`src/rtl/serial_subtractor.sv`:
```
// Purpose : bit-serial unsigned subtractor, A - B computed LSB first through one full-adder cell (inverted B, registered carry).
// Latency : WIDTH cycles from the accepted start to the one-cycle done pulse; one operation every WIDTH+1 cycles.
// Backpres: none; start is accepted only in IDLE or DONE, and a start while busy is dropped (no queueing).
//
// Ports:
//   clk        rising-edge clock
//   reset_n    asynchronous active-low reset; aborts any operation in flight
//   start      operation request, sampled only when not busy
//   a, b       minuend / subtrahend, captured on an accepted start
//   diff       (a - b) mod 2^WIDTH, valid from done until the next accepted start
//   borrow_out 1 when a < b (unsigned), valid with diff
//   busy       high while bits are being processed
//   done       one-cycle pulse when the result becomes valid
//   overflow   signed (two's-complement) overflow flag, only when SERSUB_OVERFLOW_EN is defined
//
// Build option: define SERSUB_OVERFLOW_EN to add the overflow port and its logic.

module serial_subtractor #(
    parameter int WIDTH = 8
) (
    input  logic             clk,
    input  logic             reset_n,
    input  logic             start,
    input  logic [WIDTH-1:0] a,
    input  logic [WIDTH-1:0] b,
    output logic [WIDTH-1:0] diff,
    output logic             borrow_out,
    output logic             busy,
    output logic             done
`ifdef SERSUB_OVERFLOW_EN
    ,
    output logic             overflow
`endif
);

    // One extra bit so the counter can represent WIDTH without wrapping.
    localparam int CNT_W = $clog2(WIDTH) + 1;

    // Encoding chosen so busy and done are each a single state flop bit.
    typedef enum logic [1:0] {
        S_IDLE = 2'b00,
        S_RUN  = 2'b01,
        S_DONE = 2'b10
    } state_t;

    state_t             state;
    state_t             state_nxt;

    logic [WIDTH-1:0]   sa;        // minuend shift register
    logic [WIDTH-1:0]   sb;        // subtrahend shift register
    logic [WIDTH-1:0]   diff_sr;   // result shift register, filled from the MSB
    logic               carry;     // carry of A + ~B; 1 means no borrow
    logic [CNT_W-1:0]   bit_cnt;
    logic               borrow_q;

    logic               accept;
    logic               last_bit;
    logic               nb;
    logic               s_bit;
    logic               c_nxt;

    // Start is honoured in IDLE and in the DONE cycle, never while running.
    assign accept   = start && (state != S_RUN);
    assign last_bit = (bit_cnt == CNT_W'(WIDTH - 1));

    // Full-adder cell with inverted subtrahend: A - B = A + ~B + 1.
    assign nb    = ~sb[0];
    assign s_bit = sa[0] ^ nb ^ carry;
    assign c_nxt = (sa[0] & nb) | ((sa[0] ^ nb) & carry);

    // ---------------- state register ----------------
    always_ff @(posedge clk or negedge reset_n) begin
        if (!reset_n) begin
            state <= S_IDLE;
        end else begin
            state <= state_nxt;
        end
    end

    // ---------------- next-state logic ----------------
    always_comb begin
        state_nxt = state;
        case (state)
            S_IDLE:  state_nxt = start ? S_RUN : S_IDLE;
            S_RUN:   state_nxt = last_bit ? S_DONE : S_RUN;
            S_DONE:  state_nxt = start ? S_RUN : S_IDLE;
            default: state_nxt = S_IDLE;
        endcase
    end

    // ---------------- output logic ----------------
    // Pure state decode, so busy/done come straight from flops.
    always_comb begin
        busy = 1'b0;
        done = 1'b0;
        case (state)
            S_RUN:   busy = 1'b1;
            S_DONE:  done = 1'b1;
            default: begin
                busy = 1'b0;
                done = 1'b0;
            end
        endcase
    end

    // ---------------- datapath ----------------
    always_ff @(posedge clk or negedge reset_n) begin
        if (!reset_n) begin
            sa       <= '0;
            sb       <= '0;
            diff_sr  <= '0;
            carry    <= 1'b1;
            bit_cnt  <= '0;
            borrow_q <= 1'b0;
        end else if (accept) begin
            // diff_sr is deliberately left alone: the previous result stays
            // visible until the new bits start shifting in.
            sa      <= a;
            sb      <= b;
            carry   <= 1'b1;
            bit_cnt <= '0;
        end else if (state == S_RUN) begin
            sa      <= sa >> 1;
            sb      <= sb >> 1;
            diff_sr <= {s_bit, diff_sr[WIDTH-1:1]};
            carry   <= c_nxt;
            bit_cnt <= bit_cnt + CNT_W'(1);
            if (last_bit) begin
                // Carry out of the final bit is the inverse of the borrow.
                borrow_q <= ~c_nxt;
            end
        end
    end

    assign diff       = diff_sr;
    assign borrow_out = borrow_q;

`ifdef SERSUB_OVERFLOW_EN
    logic ovf_q;

    // On the last bit sa[0]/sb[0] hold the operand MSBs and s_bit is the
    // result MSB: overflow when the operand signs differ and the result
    // sign differs from the minuend's.
    always_ff @(posedge clk or negedge reset_n) begin
        if (!reset_n) begin
            ovf_q <= 1'b0;
        end else if (!accept && (state == S_RUN) && last_bit) begin
            ovf_q <= (sa[0] ^ sb[0]) & (s_bit ^ sa[0]);
        end
    end

    assign overflow = ovf_q;
`endif

endmodule

```
`config.mk`:
```
export PLATFORM = sky130hd
export DESIGN_NAME = serial_subtractor
export DESIGN_NICKNAME = d
export VERILOG_FILES = /design/src/rtl/serial_subtractor.sv
export SDC_FILE = /design/constraint.sdc
export NUM_CORES = 1
export LEC_CHECK = 0
export ABC_AREA = 1
export BUFFER_PORTS_ARGS = -buffer_cell sky130_fd_sc_hd__buf_2
export CAP_MARGIN = 20
export CORE_MARGIN = 5
export CORE_UTILIZATION = 52
export DETAILED_ROUTE_END_ITERATION = 10
export HOLD_SLACK_MARGIN = 0.02
export PLACE_DENSITY = 0.81
export SYNTH_ARGS = -nofsm -noshare
export SYNTH_HDL_FRONTEND = slang
export SYNTH_SLANG_ARGS = --single-unit
```
`constraint.sdc`:
```
create_clock -name clk -period 1.6 [get_ports clk]
set_clock_uncertainty 0.1 [all_clocks]
set_input_delay 0.32 -clock clk [delete_from_list [all_inputs] [get_ports clk]]
set_output_delay 0.32 -clock clk [all_outputs]
set_load 0.01 [all_outputs]
```
==> impl_summary.txt, run 1 <==
----------------------------------------------------
[Outcome]
  Result of the run ... finished, final reports clean

[Clocking]
  Cts bufs inserted ... 5
  CTS tree ... built
  Latest clock arrival within the worst-skew pair ... approximately 330 ps
  # Post-CTS Setup Buffers ... 0
  Clock input transition at the sequential cells of the worst setup and hold paths ... about 100 ps
  Number of sinks handled by clock tree synthesis ... 32
  # H-tree levels ... 2
  Clk root buf ... clkbuf_4
  Max Buffers Root-to-Sink ... 2

[Die]
  Floorplan die area ... 0.00384 sq mm
  Standard-cell rows ... 18
  Top Ports ... 30
  Core Region ... 0.00252 sq mm
  Die Y-Extent ... 61.9 um
  Die X ... around 62 um
  Starting Density ... a little under three fifths

[Route]
  Sum of routed wire length over all layers ... 2940 um
  WL/cell ... 12.9 um
  DRC ... 0
  Via density per instance ... approximately 5.2
  Number of vias in the routed layout ... 1188
  Drt first pass iters ... 4
  Post-detailed-route count of antenna-violating nets ... 0
  Initial DRC count ... 70

[Placed design]
  Routability-driven placement congestion ratio ... between 0.8 and 0.9
  Pre-CTS WS ... 143 ps
  Post-DP Area ... 0.00159 sq mm
  DP Wirelength ... 2150 um
  Port Buffers ... 29

[Setup path]
  Reg2Reg Depth ... 4
  Crit-path max cell delay ... 420 ps
  Worst flop-to-flop path endpoint ... carry
  Critical R2R Launch ... sa[0]
  Crit path cell chain ... inv_2 -> nor2_2 -> buf_2
  Critical path start-end classification ... reg2out
  CP max-delay cell ... dfrtp_2
  Data arrival time of the worst path ... 1100 ps
  Worst path required time ... approximately 1200 ps
  R2R Setup Slk ... 120 ps
  Nature of the critical path endpoint ... output port
  Largest driver fanout on the critical path ... 5
  Type of element launching the critical path ... flip-flop

[Logic synthesis]
  Total nets after synthesis ... 182
  Post-Syn Area per Cell ... 8.71 sq um
  Top cells by area in the synthesized netlist ... dfrtp_1 (55%), nand2_1 (14%), nand3_1 (11%)
  Cell taking the most area after synthesis ... dfrtp_1
  Flops & latches, synth ... 32
  Share of the yosys chip area belonging to registers ... between 50 and 60%
  Area share of the largest cell type after synthesis ... about 55%
  Post-synth design cell area ... 0.00140 sq mm
  Yosys warning total ... 0
  Gate count of the mapped netlist ... 161
  Number of distinct library cells after synthesis ... 21

[Cells and area]
  Most common cell after layout, fill and taps aside ... nand2_1
  Number of nets in the layout ... 218
  Commonest cells after routing, fill and taps aside ... nand2_1 (54), nand3_1 (30), dfrtp_1 (30)
  Antenna diode count ... 0
  Area growth, synth to finish ... 18.6%
  Final design instance area without fill ... 0.00166 sq mm
  Share of post-route cells with drive strength above 1 ... about a quarter

[Timing]
  Number of max-slew violations in the final report ... 0
  Least-Margin Pin Slew ... 394 ps
  Final number of hold-violating endpoints ... 0
  Setup TNS after final layout ... 0 ps
  Unrepaired setup endpoints after global routing ... false
  Timing-limited maximum frequency ... between 600 and 700 MHz
  Minimum period implied by the final worst setup slack ... 1520 ps
  Worst-case headroom to the max-slew limit ... 73.7%
  Setup violations, final ... 0
  Final clock period utilization by the worst path ... between 90 and 100%
  Worst setup margin ... 75.2 ps

[Global routing]
  Number of antenna violations at the first check in global routing ... 0
  First-pass GRT wire length ... 5080 um
  Combined global-route utilization of all metal layers ... 18.6%
  GR Overflow Total ... 0
  Vias in the first global route ... 1174
  Pin count of the biggest net entering global routing ... 33

[Worst hold path]
  Type of the tightest min-delay check ... in2reg
  Startpoint of the tightest hold check path ... b[7]
  Hold Path Sink ... sb[7]
  Worst hold path stage count ... 3

[Run]
  Number of violations of the max-capacitance limit ... 0

[Power and ir drop]
  Power density of the placed cells ... 1820 mW/mm^2
  Peak supply drop ... 0.00125 V
  P_leak ... approximately 0.0009 uW

----------------------------------------------------
==> flip-flops by register name, summed over array words and instances, names as in the netlist <==
| register | cells |
|---|---|
| state | 2 |
| borrow_out | 1 |
| diff | 8 |
| bit_cnt | 4 |
| carry | 1 |
| sa | 8 |
| sb | 8 |
==> critical path: cells and delay by family, from the launching register on <==
family	cells	cell delay, ps
DFF	1	420
buffers and inverters	2	200
and+or+nand+nor	1	150
==> power by group <==
| part | switching [uW] | internal [uW] |
|---|---|---|
| Sequential | 214 | 1160 |
| Combinational | 705 | 478 |
| Clock | 256 | 217 |
| Total | 1180 | 1850 |
==> per-stage QoR <==
stage / hold WS (ps) / power [uW] / std cells / util (%)
final: 91.1 / 3030 / 228 / 66.0
after global routing: 95.1 / 3320 / 228 / 66.0
after CTS: 83.6 / 3060 / 228 / 65.9
after detailed placement: 260 / 2590 / 219 / 63.2
after global placement: 253 / 2490 / 219 / 63.2
after floorplan: -75.6 / 2170 / 161 / -
==> layout make-up <==
| type | instances | area (sq um) |
|---|---|---|
| Fill cell | 216 | 858 |
| Sequential cell | 32 | 803 |
| Multi-Input combinational cell | 108 | 499 |
| Timing Repair Buffer | 36 | 213 |
| Clock buffer | 8 | 58.8 |
| Inverter | 14 | 52.6 |
| Tap cell | 30 | 37.5 |
==> timing repair <==
action | CTS | global route
resized for setup | 0 | 1
endpoints found under the setup margin | 0 | 1
hold endpoints to repair | 31 | 0
hold buffers | 1 | 0
==> per-layer routing <==
| layer | share of wire (%) | track usage [%] |
|---|---|---|
| met3 | 6.7 | 4.55 |
| met4 | 1.5 | 7.58 |
| met5 | 0 | 0 |
| met2 | 51 | 31.2 |
| met1 | 41 | 22.9 |
==> Yosys cell counts, drive strengths merged <==
master  number
a21oi        1
buf          6
clkbuf       1
dfrtp       31
dfstp        1
fa           1
ha           1
inv         14
nand2       55
nand3       30
nand4        1
nor2         5
o21ai       12
o22ai        1
or2          1
==> how the worst max path moves through the flow <==
| stage | start | end | cells after the start |
|---|---|---|---|
| 2_1_floorplan | sa[0] | carry | 4 |
| 5_1_grt | state[0] | busy | 3 |
| 3_3_place_gp | sa[0] | carry | 4 |
| 3_5_place_dp | sa[0] | carry | 4 |
| 4_1_cts | state[0] | busy | 3 |
| 6_report | state[0] | busy | 3 |
==> kinds of logic (layout without fill, tap and decap cells) <==
group | Yosys count | after routing | share of synthesized area [%]
AND/OR/NAND/NOR | 92 | 92 | 28.2
flip-flops | 32 | 32 | 57.2
buffers and inverters | 21 | 58 | 7.23
AO/OA/AOI/OAI | 14 | 14 | 5.08
adder cells (fa/ha/maj) | 2 | 2 | 2.32
Note: power is estimated with default switching activity, not from simulation.
==> inputs of run 2 (changes only) <==
CELL_PAD_IN_SITES_DETAIL_PLACEMENT = 2   (was default)
CELL_PAD_IN_SITES_GLOBAL_PLACEMENT = 2   (was default)
CORE_UTILIZATION = 31   (was 52)
==> impl_summary.txt, run 2 (synthesis results as in run 1) <==
----------------------------------------------------
[Global routing]
  Number of antenna violations at the first check in global routing ... 0 (unchanged)
  GR Overflow Total ... 0 (unchanged)
  Combined global-route utilization of all metal layers ... 14.7% (-3.9 points)
  First-pass GRT wire length ... 6990 um (+38%)
  Vias in the first global route ... 1482 (+26%)
  Pin count of the biggest net entering global routing ... 33 (unchanged)

[Timing]
  Worst setup margin ... 109 ps (+34.2 ps)
  Number of max-slew violations in the final report ... 0 (unchanged)
  Least-Margin Pin Slew ... 413 ps (+18.5 ps)
  Worst-case headroom to the max-slew limit ... 72.5% (-1.2 points)
  Unrepaired setup endpoints after global routing ... false
  Setup TNS after final layout ... 0 ps (unchanged)
  Final clock period utilization by the worst path ... 93.2% (-2.1 points)
  Final number of hold-violating endpoints ... 0 (unchanged)
  Setup violations, final ... 0 (unchanged)
  Timing-limited maximum frequency ... 671 MHz (+2.3%)
  Minimum period implied by the final worst setup slack ... 1490 ps (-34.2 ps)

[Setup path]
  R2R Setup Slk ... 150 ps (+30 ps)
  Critical R2R Launch ... sa[0]
  Crit-path max cell delay ... 410 ps (about the same)
  Nature of the critical path endpoint ... output port
  Critical path start-end classification ... reg2out
  Type of element launching the critical path ... flip-flop
  Kind of cell adding the most delay to the critical path ... flip-flops
  CP Buf/Inv Count ... 2 (unchanged)
  Reg2Reg Depth ... 4 (unchanged)
  Crit path cell chain ... inv_2 -> nor2_2 -> buf_2
  Worst flop-to-flop path endpoint ... carry
  Logic depth of the worst setup path including buffers ... 3 (unchanged)
  Termination of the worst setup path ... busy
  CP max-delay cell ... dfrtp_2
  Largest driver fanout on the critical path ... 5 (unchanged)
  Critical path startpoint ... state[0]
  Worst path required time ... 1180 ps (about the same)
  Data arrival time of the worst path ... 1070 ps (-30 ps)

[Cells and area]
  Share of post-route cells with drive strength above 1 ... 25.5% (+0.75 points)
  Number of nets in the layout ... 220 (+0.92%)
  Most common cell after layout, fill and taps aside ... nand2_1
  Antenna diode count ... 0 (unchanged)
  Area growth, synth to finish ... 23.9%
  Post-Route Utilization ... 39.6% (-26 points)
  Commonest cells after routing, fill and taps aside ... nand2_1 (54), nand3_1 (30), dfrtp_1 (30)

[Worst hold path]
  Type of the tightest min-delay check ... in2reg
  Startpoint of the tightest hold check path ... a[7]
  Worst hold path stage count ... 3 (unchanged)

[Power and ir drop]
  Peak supply drop ... 0.000650 V (-48%)
  P_leak ... 0.000912 uW (+2.5%)
  Tot Pwr ... 3280 uW (+8.3%)
  Power density of the placed cells ... 1890 mW/mm^2 (+3.7%)

[Placed design]
  DP Wirelength ... 2930 um (+36%)
  Pre-CTS WS ... 156 ps (+13.6 ps)
  Routability-driven placement congestion ratio ... 0.736 (-8.9%)
  Port Buffers ... 29 (unchanged)

[Die]
  Standard-cell rows ... 24 (+6)
  Top Ports ... 30 (unchanged)
  Die Y-Extent ... 77.3 um (+25%)
  Die X ... 77.3 um (+25%)
  Floorplan die area ... 0.00597 sq mm (+56%)
  Core Region ... 0.00438 sq mm (+74%)
  Starting Density ... 32.0% (-24 points)

[Clocking]
  Clock input transition at the sequential cells of the worst setup and hold paths ... 60 ps (-40 ps)
  Clk root buf ... clkbuf_8
  # Post-CTS Setup Buffers ... 0 (unchanged)
  Number of sinks handled by clock tree synthesis ... 32 (unchanged)
  Max Buffers Root-to-Sink ... 2 (unchanged)
  # H-tree levels ... 2 (unchanged)
  Cts bufs inserted ... 5 (unchanged)
  Latest clock arrival within the worst-skew pair ... 280 ps (-50 ps)
  CTS tree ... built

[Route]
  WL/cell ... 15.1 um (+17%)
  Post-detailed-route count of antenna-violating nets ... 0 (unchanged)
  Drt first pass iters ... 4 (unchanged)
  Initial DRC count ... 34 (-51%)
  DRC ... 0 (unchanged)
  Number of vias in the routed layout ... 1229 (+3.5%)
  Via density per instance ... 4.88 (-6.4%)
  Sum of routed wire length over all layers ... 3800 um (+29%)

[Outcome]
  Result of the run ... finished, final reports clean

[Run]
  Number of violations of the max-capacitance limit ... 0 (unchanged)

----------------------------------------------------
run 2: changes by cell type in the layout (fill, tap and decap cells not counted):
cell / change
clkbuf_8: +5
buf_4: +2
clkbuf_4: -5
run 2: metrics by stage:
step	hold WS [ps]	cells	cell area (sq um)
2_1_floorplan	-75.6	161	1400
3_3_place_gp	267	243	1640
3_5_place_dp	278	243	1640
4_1_cts	135	252	1740
5_1_grt	152	252	1740
6_report	141	252	1740
run 2: timing repair:
item | CTS | global route
endpoints found under the hold margin | 31 | 0
setup endpoints to repair | 0 | 1
gates resized for setup | 0 | 1
hold buffers | 1 | 0
run 2: cell type report:
cell class	instances	area [sq um]
inverters	14	52.6
flip-flops and latches	32	803
fillers	514	2650
clock buffers	8	90.1
multi-input cells	108	499
repair buffers	38	228
well taps	52	65.1
run 2: worst min path at each step:
| stage | end | slack [ps] |
|---|---|---|
| after floorplan | bit_cnt[0] | -80 |
| final | sa[7] | 140 |
| after global routing | sa[1] | 150 |
| after CTS | sb[5] | 130 |
| after detailed placement | diff[6] | 280 |
| after global placement | state[0] | 270 |
run 2: power breakdown:
group / total, uW / switching (uW) / internal [uW]
combinational: 1250 / 745 / 508
sequential: 1380 / 223 / 1160
clock: 642 / 292 / 351
total: 3280 / 1260 / 2020
run 2: per-layer routing:
layer,share of wire [%],up-vias,global-route usage [%]
met5,0,-,0
met4,2.2,0,6.70
met3,4.8,7,3.98
met2,51,27,24.8
met1,42,604,17.2
li1,-,591,-
run 2: worst reg2reg max path, stage by stage (launching register included):
cell and delay, ps:
dfrtp_1 400, fa_1 440, or2_2 310, o21ai_0 80, inv_1 60
==> inputs of run 3 (changes only) <==
BUFFER_PORTS_ARGS = -buffer_cell sky130_fd_sc_hd__clkbuf_2   (was -buffer_cell sky130_fd_sc_hd__buf_2)
SLEW_MARGIN = 10   (was default)
==> impl_summary.txt, run 3 (synthesis results as in run 1) <==
----------------------------------------------------
[Timing]
  Timing-limited maximum frequency ... 672 MHz (+0.15%)
  Least-Margin Pin Slew ... 485 ps (+72.3 ps)
  Number of max-slew violations in the final report ... 0 (unchanged)
  Setup TNS after final layout ... 0 ps (unchanged)
  Final clock period utilization by the worst path ... 93.0% (-0.14 points)
  Minimum period implied by the final worst setup slack ... 1490 ps (-2.28 ps)
  Final number of hold-violating endpoints ... 0 (unchanged)
  Setup violations, final ... 0 (unchanged)
  Worst-case hold slack ... 148 ps (+6.67 ps)
  Worst-case headroom to the max-slew limit ... 67.7% (-4.8 points)
  Unrepaired setup endpoints after global routing ... false

[Setup path]
  Worst path required time ... 1180 ps (about the same)
  Critical R2R Launch ... sa[0]
  Nature of the critical path endpoint ... output port
  Largest driver fanout on the critical path ... 5 (unchanged)
  Crit path cell chain ... inv_2 -> nor2_2 -> clkbuf_2
  Crit-path max cell delay ... 430 ps (+20 ps)
  Worst flop-to-flop path endpoint ... carry
  CP max-delay cell ... dfrtp_1
  Type of element launching the critical path ... flip-flop
  Reg2Reg Depth ... 4 (unchanged)
  R2R Setup Slk ... 150 ps (about the same)
  Data arrival time of the worst path ... 1070 ps (about the same)
  Critical path start-end classification ... reg2out

[Clocking]
  Latest clock arrival within the worst-skew pair ... 280 ps (about the same)
  Clk root buf ... clkbuf_8
  Number of sinks handled by clock tree synthesis ... 32 (unchanged)
  Max Buffers Root-to-Sink ... 2 (unchanged)
  # Post-CTS Setup Buffers ... 0 (unchanged)
  Clock input transition at the sequential cells of the worst setup and hold paths ... 60 ps (about the same)
  Cts bufs inserted ... 5 (unchanged)
  CTS tree ... built
  # H-tree levels ... 2 (unchanged)

[Outcome]
  Result of the run ... finished, final reports clean

[Route]
  WL/cell ... 15.6 um (+3.4%)
  Initial DRC count ... 35 (+2.9%)
  DRC ... 0 (unchanged)
  Sum of routed wire length over all layers ... 3900 um (+2.6%)
  Drt first pass iters ... 2 (-2)
  Post-detailed-route count of antenna-violating nets ... 0 (unchanged)
  Number of vias in the routed layout ... 1237 (+0.65%)
  Via density per instance ... 4.95 (+1.5%)

[Power and ir drop]
  P_leak ... 0.000905 uW (-0.73%)
  Power density of the placed cells ... 1870 mW/mm^2 (-0.70%)
  Peak supply drop ... 0.000547 V (-16%)

[Placed design]
  Port Buffers ... 29 (unchanged)
  DP Wirelength ... 2910 um (-0.72%)
  Routability-driven placement congestion ratio ... 0.741 (+0.79%)

[Cells and area]
  Most common cell after layout, fill and taps aside ... nand2_1
  Share of post-route cells with drive strength above 1 ... 24.2% (-1.3 points)
  Area growth, synth to finish ... 22.7%
  Antenna diode count ... 0 (unchanged)
  Commonest cells after routing, fill and taps aside ... nand2_1 (54), dfrtp_1 (31), nand3_1 (30)
  Number of nets in the layout ... 218 (-0.91%)
  Post-Route Utilization ... 39.3% (-0.37 points)

[Die]
  Die X ... 77.3 um (unchanged)
  Starting Density ... 32.0% (unchanged)
  Floorplan die area ... 0.00597 sq mm (unchanged)
  Standard-cell rows ... 24 (unchanged)
  Top Ports ... 30 (unchanged)
  Die Y-Extent ... 77.3 um (unchanged)
  Core Region ... 0.00438 sq mm (unchanged)

[Worst hold path]
  Startpoint of the tightest hold check path ... a[7]
  Worst hold path stage count ... 3 (unchanged)
  Type of the tightest min-delay check ... in2reg
  Hold Path Sink ... sa[7]

[Global routing]
  GR Overflow Total ... 0 (unchanged)
  Combined global-route utilization of all metal layers ... 14.3% (-0.37 points)
  Vias in the first global route ... 1453 (-2.0%)
  Most crowded layer after global routing ... met2
  Pin count of the biggest net entering global routing ... 29 (-12%)
  Met2 layer usage reported by global route ... 25.8% (+0.93 points)
  Fraction of met3 tracks used by global routing ... 4.10% (+0.12 points)
  First-pass GRT wire length ... 6920 um (-0.99%)
  Number of antenna violations at the first check in global routing ... 0 (unchanged)
  Routing usage on met1 ... 16.6% (-0.65 points)

[Run]
  Number of violations of the max-capacitance limit ... 0 (unchanged)

----------------------------------------------------
==> run 3: timing repair <==
item	in CTS	in global routing
endpoints found under the hold margin	15	0
gates resized for setup	0	0
hold buffers	1	0
==> run 3: where the power goes <==
group	switching [uW]	leakage, uW	internal [uW]	total [uW]
logic	746	0.000453	462	1210
clock network	287	0.0000455	351	637
registers	223	0.000406	1160	1380
total	1260	0.000905	1970	3230
==> run 3: critical path: cells and delay by family, from the launching register on <==
family,cells,cell delay [ps]
buf+inv,2,210
flops,1,430
simple gates,1,140
==> run 3: final cells by class <==
| class | count | area, sq um |
|---|---|---|
| Fill cell | 525 | 2660 |
| Timing Repair Buffer | 36 | 213 |
| Clock buffer | 8 | 90.1 |
| Multi-Input combinational cell | 108 | 499 |
| Sequential cell | 32 | 802 |
| Tap cell | 52 | 65.1 |
| Inverter | 14 | 52.6 |
==> run 3: worst max-delay path by stage <==
stage / from / to / slack (ps) / depth (start not counted)
finish: state[0] / busy / 110 / 3
floorplan: sa[0] / carry / 220 / 4
CTS: state[0] / busy / 80 / 3
detailed placement: sa[0] / carry / 150 / 4
global placement: sa[0] / carry / 200 / 4
global route: state[1] / bit_cnt[2] / 20 / 6
==> run 3: per-stage QoR <==
step	instances	setup WS, ps	total power, uW	area (sq um)
final	250	112	3230	1720
after global routing	250	17.8	3510	1720
after CTS	250	83.4	3310	1720
after detailed placement	241	147	2640	1620
after global placement	241	202	2530	1620
after floorplan	161	225	2170	1400
==> run 3: per-layer routing <==
layer | wire, um | part of all wire, % | up-vias
li1 | - | - | 585
met1 | 1600 | 41 | 620
met2 | 2060 | 53 | 26
met3 | 188 | 4.8 | 6
met4 | 46 | 1.2 | 0
met5 | 0 | 0 | -
